File: config.mk
export PLATFORM = sky130hd
export DESIGN_NAME = dino_sprite_fetch
export DESIGN_NICKNAME = d
export VERILOG_FILES = /design/src/rtl/dino_sprite_fetch.sv
export SDC_FILE = /design/constraint.sdc
export NUM_CORES = 1
export LEC_CHECK = 0
export CORE_ASPECT_RATIO = 2
export CORE_MARGIN = 2
export CORE_UTILIZATION = 48
export DETAILED_ROUTE_END_ITERATION = 10
export PLACE_DENSITY = 0.81
export SLEW_MARGIN = 20
export SYNTH_ARGS = -nofsm -noshare
export SYNTH_HDL_FRONTEND = slang
export SYNTH_SLANG_ARGS = --single-unit
File: constraint.sdc
create_clock -name i_clk -period 3.6 [get_ports i_clk]
set_input_delay 0.54 -clock i_clk [delete_from_list [all_inputs] [get_ports i_clk]]
set_output_delay 0.54 -clock i_clk [all_outputs]
set_load 0.01 [all_outputs]
File: src/rtl/dino_sprite_fetch.sv
// rtl/dino_sprite_fetch.sv - sprite sheet read engine: pixel to ROM address, latency alignment, animation frame toggle
module dino_sprite_fetch #(
    parameter int          FRAME_W     = 32,
    parameter int          FRAME_H     = 32,
    parameter int          SHEET_W     = 64,
    parameter int          ANIM_PERIOD = 8,
    parameter logic [15:0] KEY_COLOR   = 16'hFFFF
) (
    input  logic        i_clk,
    input  logic        i_reset,
    input  logic [9:0]  i_pixel_x,
    input  logic [9:0]  i_pixel_y,
    input  logic        i_pixel_valid,
    input  logic        i_frame_tick,
    input  logic [9:0]  i_sprite_x,
    input  logic [9:0]  i_sprite_y,
    input  logic        i_anim_en,
    output logic [11:0] o_rom_addr,
    input  logic [15:0] i_rom_data,
    output logic [15:0] o_pix_rgb,
    output logic        o_pix_hit,
    output logic        o_frame_sel
);

    localparam int CNT_W = (ANIM_PERIOD > 1) ? $clog2(ANIM_PERIOD) : 1;
    localparam int FXW   = (FRAME_W > 1) ? $clog2(FRAME_W) : 1;
    localparam int FYW   = (FRAME_H > 1) ? $clog2(FRAME_H) : 1;
    localparam logic [CNT_W-1:0] CNT_LAST = CNT_W'(ANIM_PERIOD - 1);

    logic [9:0]       r_pos_x;
    logic [9:0]       r_pos_y;
    logic [CNT_W-1:0] r_tick_cnt;
    logic             r_frame_sel;
    logic [11:0]      r_rom_addr;
    logic             r_v1;
    logic             r_v2;
    logic             r_pix_hit;
    logic [15:0]      r_pix_rgb;

    logic [10:0] w_dx;
    logic [10:0] w_dy;
    logic        w_dx_ok;
    logic        w_dy_ok;
    logic        w_in_box;
    logic [11:0] w_addr;
    logic        w_opaque;

    // Stage 0: offsets from the latched sprite origin; a negative offset
    // sets bit 10, which the range test rejects, so off-screen parts clip.
    assign w_dx     = {1'b0, i_pixel_x} - {1'b0, r_pos_x};
    assign w_dy     = {1'b0, i_pixel_y} - {1'b0, r_pos_y};
    assign w_dx_ok  = ~w_dx[10] && (w_dx < 11'(FRAME_W));
    assign w_dy_ok  = ~w_dy[10] && (w_dy < 11'(FRAME_H));
    assign w_in_box = i_pixel_valid && w_dx_ok && w_dy_ok;
    assign w_addr   = 12'(w_dy[FYW-1:0]) * 12'(SHEET_W)
                    + (r_frame_sel ? 12'(FRAME_W) : 12'd0)
                    + 12'(w_dx[FXW-1:0]);
    assign w_opaque = (i_rom_data != KEY_COLOR);

    // Sprite position is only sampled at the frame boundary to avoid tearing
    always_ff @(posedge i_clk) begin
        if (i_reset) begin
            r_pos_x <= 10'd0;
            r_pos_y <= 10'd0;
        end else if (i_frame_tick) begin
            r_pos_x <= i_sprite_x;
            r_pos_y <= i_sprite_y;
        end
    end

    // Animation divider: frame half flips when the tick counter wraps
    always_ff @(posedge i_clk) begin
        if (i_reset) begin
            r_tick_cnt  <= '0;
            r_frame_sel <= 1'b0;
        end else if (i_frame_tick && i_anim_en) begin
            if (r_tick_cnt == CNT_LAST) begin
                r_tick_cnt  <= '0;
                r_frame_sel <= ~r_frame_sel;
            end else begin
                r_tick_cnt <= r_tick_cnt + 1'b1;
            end
        end
    end

    // Stage 1: issue ROM address for in-box pixels; address holds otherwise
    always_ff @(posedge i_clk) begin
        if (i_reset) begin
            r_rom_addr <= 12'd0;
            r_v1       <= 1'b0;
        end else begin
            r_v1 <= w_in_box;
            if (w_in_box) begin
                r_rom_addr <= w_addr;
            end
        end
    end

    // Stage 2: track validity alongside the ROM's internal data register
    always_ff @(posedge i_clk) begin
        if (i_reset) begin
            r_v2 <= 1'b0;
        end else begin
            r_v2 <= r_v1;
        end
    end

    // Stage 3: key out transparent texels and blank the colour on a miss
    always_ff @(posedge i_clk) begin
        if (i_reset) begin
            r_pix_hit <= 1'b0;
            r_pix_rgb <= 16'h0000;
        end else begin
            r_pix_hit <= r_v2 && w_opaque;
            r_pix_rgb <= (r_v2 && w_opaque) ? i_rom_data : 16'h0000;
        end
    end

    assign o_rom_addr  = r_rom_addr;
    assign o_pix_hit   = r_pix_hit;
    assign o_pix_rgb   = r_pix_rgb;
    assign o_frame_sel = r_frame_sel;

endmodule

# Word level (Yosys, flattened, before mapping)
# Cells that the tools add are included.
# op_classes
order_cmp	2
eq_ne	2
n_reduce_logical	8
bitwise_logic	4
addsub	5
mux	2
# ops
operator	n
11-bit by 6-bit < comparator with 1-bit output (second input constant)	2
10-bit by 10-bit subtractor with 11-bit output	2
16-bit != test (second input constant)	1
11-bit by 6-bit adder with 12-bit output	1
12-bit by 5-bit adder with 12-bit output	1
1-bit logical AND	6
6-bit 2-to-1 mux	1
1-bit NOT	4
3-bit by 1-bit adder with 3-bit output (second input constant)	1
3-bit equality test (second input constant)	1
3-bit 2-to-1 mux	1
2-bit AND reduction	1
2-bit OR reduction	1
# word_totals
inputBits	61
out_inout_bits	30
elab_cells	32
regBits	55

# Logic depth before layout (Yosys ltp)
# Gate-level depths: netlist of run 1.
# logic_depth
word_depth	5
ltp_mapped	12
mapped_depth_nobuf	11

# Worst setup path before layout of run 1
# Ideal clock, no wire load.
# synth_path
path_type	input -> register
startpoint	input port i_pixel_y[0]
endpoint	register r_rom_addr[10] (netlist: o_rom_addr[10])
slack_ns	0.600
setup_time_ns	0.123
t_arrival_ns	2.877
stages	12
path_buffers	1
path_cell_list	inv_1 > ha_1 > inv_1 > fa_1 > a211oi_1 > nor3_1 > a311o_1 > a311oi_1 > nand4b_1 > nor3_2 > buf_4 > mux2_1
# synth_via
elab_chain_cells	4
elab_cells_between_ends	7
classes_between	add/sub (3); order compare (1); bitwise (1); reduce/logical (2)
# synth_lines
element	line_no	source
start: declaration	12	input logic [9:0] i_pixel_y,
10-bit by 10-bit subtractor with 11-bit output *	51	assign w_dy = {1'b0, i_pixel_y} - {1'b0, r_pos_y};
parallel branches: the longest is 3 deep, another holds 11-bit by 6-bit adder with 12-bit output	--	
end signal: assignment	94	r_rom_addr <= w_addr;
end: declaration	34	logic [11:0] r_rom_addr;
# Every way passes the cells marked *.
# A chain may end at the register's enable or synchronous reset.

# Worst setup path after layout of run 1
# layout_path
startpoint	input port i_pixel_y[0]
endpoint	register r_rom_addr[6] (netlist: o_rom_addr[6])
# The elaborated chain is that of the path after synthesis.

==> results of run 1 <==
cells in the final DEF, fill, tap and decap left out, types with 13 or more instances in the layout:
| master | Yosys | routed |
|---|---|---|
| and2_1 | 18 | 18 |
| mux2i_1 | 24 | 24 |
| nand2_1 | 17 | 17 |
| dfxtp_1 | 54 | 54 |
| o21ai_0 | 13 | 13 |
| inv_1 | 28 | 28 |
| a21oi_1 | 16 | 16 |
| ha_1 | 22 | 22 |
| clkdlybuf4s50_1 | 0 | 89 |
| nor2_1 | 45 | 45 |
registers in the layout, indices dropped and copies added, names as in the netlist, 3 cells and up:
name	flops
o_pix_rgb	16
r_pos_y	10
r_tick_cnt	3
r_pos_x	10
o_rom_addr	11
cell families (layout without fill, tap and decap cells):
kind of cell,after synthesis,in the layout
buffers and inverters,45,131
AND/OR/NAND/NOR,136,136
XOR/XNOR,4,4
AO/OA/AOI/OAI,70,70
adder cells (fa/ha/maj),24,24
flip-flops,54,54
other,1,1
multiplexers,29,29
critical path, cell delays in order:
cell and delay, ns:
clkdlybuf4s50_1 0.40, inv_1 0.06, ha_1 0.16, inv_1 0.05, fa_1 0.43, a21oi_2 0.21, o221ai_2 0.15, and2_1 0.20
a2111oi_0 0.45, nand4b_1 0.23, nor3_2 0.22, buf_4 0.20, mux2_1 0.32
through the flow:
stage	cell area (µm²)	worst slack (ns)	setup TNS [ns]
finish	4230	0.167	0
global route	4230	0.0827	0
CTS	4230	0.196	0
detailed placement	4090	-0.0915	-0.419
global placement	4090	0.0714	0
floorplan	3150	0.600	0
per-layer routing:
metal / up-vias / track usage (%) / routed length [µm]
met2: 120 / 45.9 / 4630
met5: - / 0 / 0
met4: 0 / 12.4 / 417
met3: 28 / 4.81 / 440
li1: 1449 / - / -
met1: 1349 / 20.0 / 2630
power breakdown:
group | switching (mW) | internal [mW]
clock | 0.226 | 0.260
combinational | 0.184 | 0.167
sequential | 0.00813 | 0.611
total | 0.417 | 1.04
final timing paths:
| check | from | endpoint | cells after the start |
|---|---|---|---|
| hold / removal | r_v1$_SDFF_PP0_ | r_v2$_SDFF_PP0_ | 1 |
| setup reg to reg | r_pos_y[0]$_SDFFE_PP0P_ | o_rom_addr[6]$_SDFFE_PP0P_ | 11 |
| hold reg to reg | r_v1$_SDFF_PP0_ | r_v2$_SDFF_PP0_ | 1 |
| setup / recovery | i_pixel_y[0] | o_rom_addr[6]$_SDFFE_PP0P_ | 13 |
final cells by class:
| class | count | area (µm²) |
|---|---|---|
| inverters | 29 | 109 |
| fillers | 533 | 2080 |
| clock inverters | 3 | 23.8 |
| well taps | 86 | 108 |
| flip-flops and latches | 54 | 1080 |
| multi-input cells | 264 | 1860 |
| clock buffers | 5 | 125 |
| repair buffers | 94 | 928 |
==> flow_summary.ini, run 1 <==
[outcome]
outcome = finished, final reports clean

[yosys]
syn-mean-instance-area_um2 = 8.69
ys_warn_count = 0
netlist_top_cells_count = dfxtp_1, nor2_1, inv_1
fraction_of_the_mapped_netlist_area_in_adder_cells_pct = 10.0
synthDistinctLibCells = 66
synthMostInstantiatedCell = dfxtp_1
area_share_of_the_largest_cell_type_after_synthesis_pct = 34.3
postSynth.topFlopCell = dfxtp_1
synth_fp_nets = 448
post_synth_edffs = 0
syn_area_um2 = 3150
synth_cells = 363
synth_sequential_area_ratio_pct = 34.3
synth-compound-area-share_pct = 15.5
synth-xor-area-share_pct = 1.11
yosys-top-cells-area = dfxtp_1, ha_1, mux2i_1
synth.mux.area_fraction_pct = 9.40
synth.ff_latch_count = 54
postSynth.asyncResetShare_pct = 0
post_synth_and_or_nand_nor_area_fraction_pct = 22.8
dominant_combinational_cell_family_by_area_after_synthesis = simple AND/OR/NAND/NOR gates
synth_top_area_cell = dfxtp_1

[grt]
vias_in_the_first_global_route = 2948
grt_usage_pct = 23.6
grt_max_degree = 39
globalRouteOverflowTotal = 0
grt_antenna_before_repair = 0
grt_pass1_wl_um = 13000

[drt]
totalWireLength_um = 8120
drt_pre_antenna_iters = 4
drt-vias-per-instance = 5.51
dr_iter_0_viols = 93
antenna_violating_nets_post_route = 0
route.detailed.wl_per_inst_um = 15.2
drc_errors = 0
route.vias.total = 2946

[power]
power_per_cell_area_nw_per_um2 = 344
peakVddDrop_mv = 0.209
leakage_power_nw = 1.71
report.power.total_mw = 1.46

[timing]
min_period_over_period_pct = 95.4
drv_slew = 0
final.hold.worst_slack_ns = 0.443
setup_viol = 0
finalHoldViolCount = 0
transition_time_of_the_tightest_slew_check_pin_ns = 0.518
timing.clock.skew_ns = 0.00673
timing.final.crit_period_ns = 3.43
max_freq_mhz = 291
grt_setup_unrepaired = no
worst_slew_margin_rel_pct = 65.4

[clock_network]
clkSlewWorstSetupHoldPaths_ns = 0.07
total_clock_buffers_created_by_cts = 5
root_buffer = clkbuf_16
cts_repair_resize_count = 0
clock_sinks = 54
worst_skew_pair.late_latency_ns = 0.30
postCtsSetupBuffers = 0
buffer_depth_of_the_longest_clock_path = 2
tritoncts_clock_tree = done
cts.htree.levels = 2
holdBufCountCts = 0

[placement]
port-buffer-count = 89
dp.cells = 527
hpwl_um = 6430
routabilityCongestion = 0.947

[finish]
layout-drive-gt1-share_pct = 5.79
final_core_utilization_pct = 67.1
syn_to_final_growth_pct = 34.2
layout.nets = 533
antenna_cells = 0
final-instance-count-excl-fill = 535

[critical_path]
ff2ff_setup_slack_ns = 0.53
endpoint_required_time_on_the_critical_path_ns = 3.79
worstPathArrival_ns = 3.62
setup.worst_path.end_class = flip-flop
critical_path_class = in -> reg
critPathMaxFanout = 6
critPathLaunchType = primary input

[die]
floorplan.die_area_um2 = 7280
top_level_ports = 91
initial_core_util_pct = 50.0
die_width_um = 61.3
std_cell_rows = 41
die_height_um = 119
fp.coreArea_um2 = 6310

[run]
maxCapViolCount = 0

[hold_path]
holdCritPathClass = reg -> reg
Power figures use the tool's default switching activity.
==> run 2: changes to the inputs <==
Settings changed: CORE_UTILIZATION 48 to 43, PLACE_DENSITY 0.81 to 0.76.
Clock period 3.6 ns to 2.81 ns, I/O delays scaled along.
==> flow_summary.ini, run 2 (synthesized netlist as in run 1, its figures left out) <==
[finish]
syn_to_final_growth_pct = 52.6
n_fill_cell = 565
flip_flop_count_of_the_largest_register_all_copies_and_words_added = 16
layout.cells.most_common = clkdlybuf4s50_1
antenna_cells = 0
most-common-layout-cells = clkdlybuf4s50_1, buf_4, dfxtp_1, nor2_1, inv_1
final_core_utilization_pct = 66.7
layout-drive-gt1-share_pct = 21.0
final_cell_area_um2 = 4810
layout.nets = 583

[drt]
antenna_violating_nets_post_route = 0
route.detailed.wl_per_inst_um = 15.3
route.vias.total = 3183
dr_iter_0_viols = 109
totalWireLength_um = 9040
drc_errors = 0
drt-vias-per-instance = 5.39
drt_pre_antenna_iters = 5

[grt]
grt_use_met3_pct = 3.24
vias_in_the_first_global_route = 3309
gr-usage-met1_pct = 19.4
grt.busiest_layer = met2
grt_antenna_before_repair = 0
grt_usage_pct = 22.3
grt_pass1_wl_um = 14300
globalRouteOverflowTotal = 0
grt_max_degree = 38
grtUsageMet2_pct = 45.2

[critical_path]
timing.critical_path.from = r_pos_y[0]$_SDFFE_PP0P_
critPathMaxFanout = 4
worstReg2RegStart = r_pos_y[0]$_SDFFE_PP0P_
endpoint_required_time_on_the_critical_path_ns = 2.99
critical_path_class = reg -> reg
setup.worst_path.end_class = flip-flop
critPathLaunchType = flip-flop
worstPathArrival_ns = 2.93

[timing]
timing.final.crit_period_ns = 2.75
setup_viol = 0
drv_slew = 0
finalHoldViolCount = 0
final.hold.worst_slack_ns = 0.445
timing.clock.skew_ns = 0.00457
grt_setup_unrepaired = yes
final_worst_setup_slack_ns = 0.0639
min_period_over_period_pct = 97.7
max_freq_mhz = 364

[power]
leakage_power_nw = 1.98
power_per_cell_area_nw_per_um2 = 423
peakVddDrop_mv = 0.227
report.power.total_mw = 2.03

[clock_network]
worst_skew_pair.late_latency_ns = 0.30
root_buffer = clkbuf_16
cts.htree.levels = 2
tritoncts_clock_tree = done
clkSlewWorstSetupHoldPaths_ns = 0.07
holdBufCountCts = 0
clock_sinks = 54
total_clock_buffers_created_by_cts = 5
buffer_depth_of_the_longest_clock_path = 2

[placement]
port-buffer-count = 89
routabilityCongestion = 0.900
hpwl_um = 6600
placed_cell_area_um2 = 4420
preCtsSetupSlack_ns = -0.514

[hold_path]
holdCritPathClass = reg -> reg
worstHoldStart = r_v1$_SDFF_PP0_

[outcome]
outcome = finished, final reports clean

[die]
die_width_um = 64.6
die_height_um = 125
std_cell_rows = 44
floorplan.die_area_um2 = 8080
fp.coreArea_um2 = 7210
initial_core_util_pct = 43.7
top_level_ports = 91

[run]
maxCapViolCount = 0
-- run 2: per-stage QoR --
step                cells  setup TNS, ns
floorplan             363              0
global placement      575          -4.24
detailed placement    575          -4.99
CTS                   590       -0.00530
global route          591         -0.175
finish                591              0
-- run 2: final timing paths --
path                            slack, ns                    endpoint  cells after the start
worst max-delay path                 0.06  o_rom_addr[0]$_SDFFE_PP0P_                     11
worst min-delay path                 0.44             r_v2$_SDFF_PP0_                      1
worst max register to register       0.06  o_rom_addr[0]$_SDFFE_PP0P_                     11
worst min register to register       0.44             r_v2$_SDFF_PP0_                      1
-- run 2: critical path, cell delays in order, from the launching register on --
cell and delay, ns:
dfxtp_2 0.36, ha_4 0.14, inv_2 0.03, fa_2 0.38
a211oi_2 0.26, nor3_2 0.10, a311o_1 0.30, a311oi_2 0.20
nand4b_1 0.18, nor3_2 0.21, buf_4 0.18, mux2_4 0.30
-- run 2: where the power goes --
group	switching (mW)	internal, mW	leakage (nW)
combinational	0.289	0.324	1.48
sequential	0.0103	0.783	0.439
clock	0.294	0.334	0.0664
-- run 2: final cells by class --
type,count,area (µm²),area share [%]
multi-input cells,264,2050,42.6
repair buffers,144,1310,27.1
inverters,29,109,2.26
well taps,92,115,2.39
flip-flops and latches,54,1080,22.5
clock inverters,3,23.8,0.494
clock buffers,5,125,2.60
-- run 2: repair_timing --
| action | 4_1_cts | 5_1_grt |
|---|---|---|
| buffers inserted | 7 | 1 |
| pin swaps | 19 | 15 |
| gates resized for setup | 23 | 16 |
| setup endpoints to repair | 12 | 12 |
-- run 2: routing by layer --
| metal | routed length (µm) | up-vias |
|---|---|---|
| met3 | 367 | 35 |
| met1 | 3020 | 1493 |
| li1 | - | 1548 |
| met5 | 0 | - |
| met4 | 410 | 0 |
| met2 | 5250 | 107 |
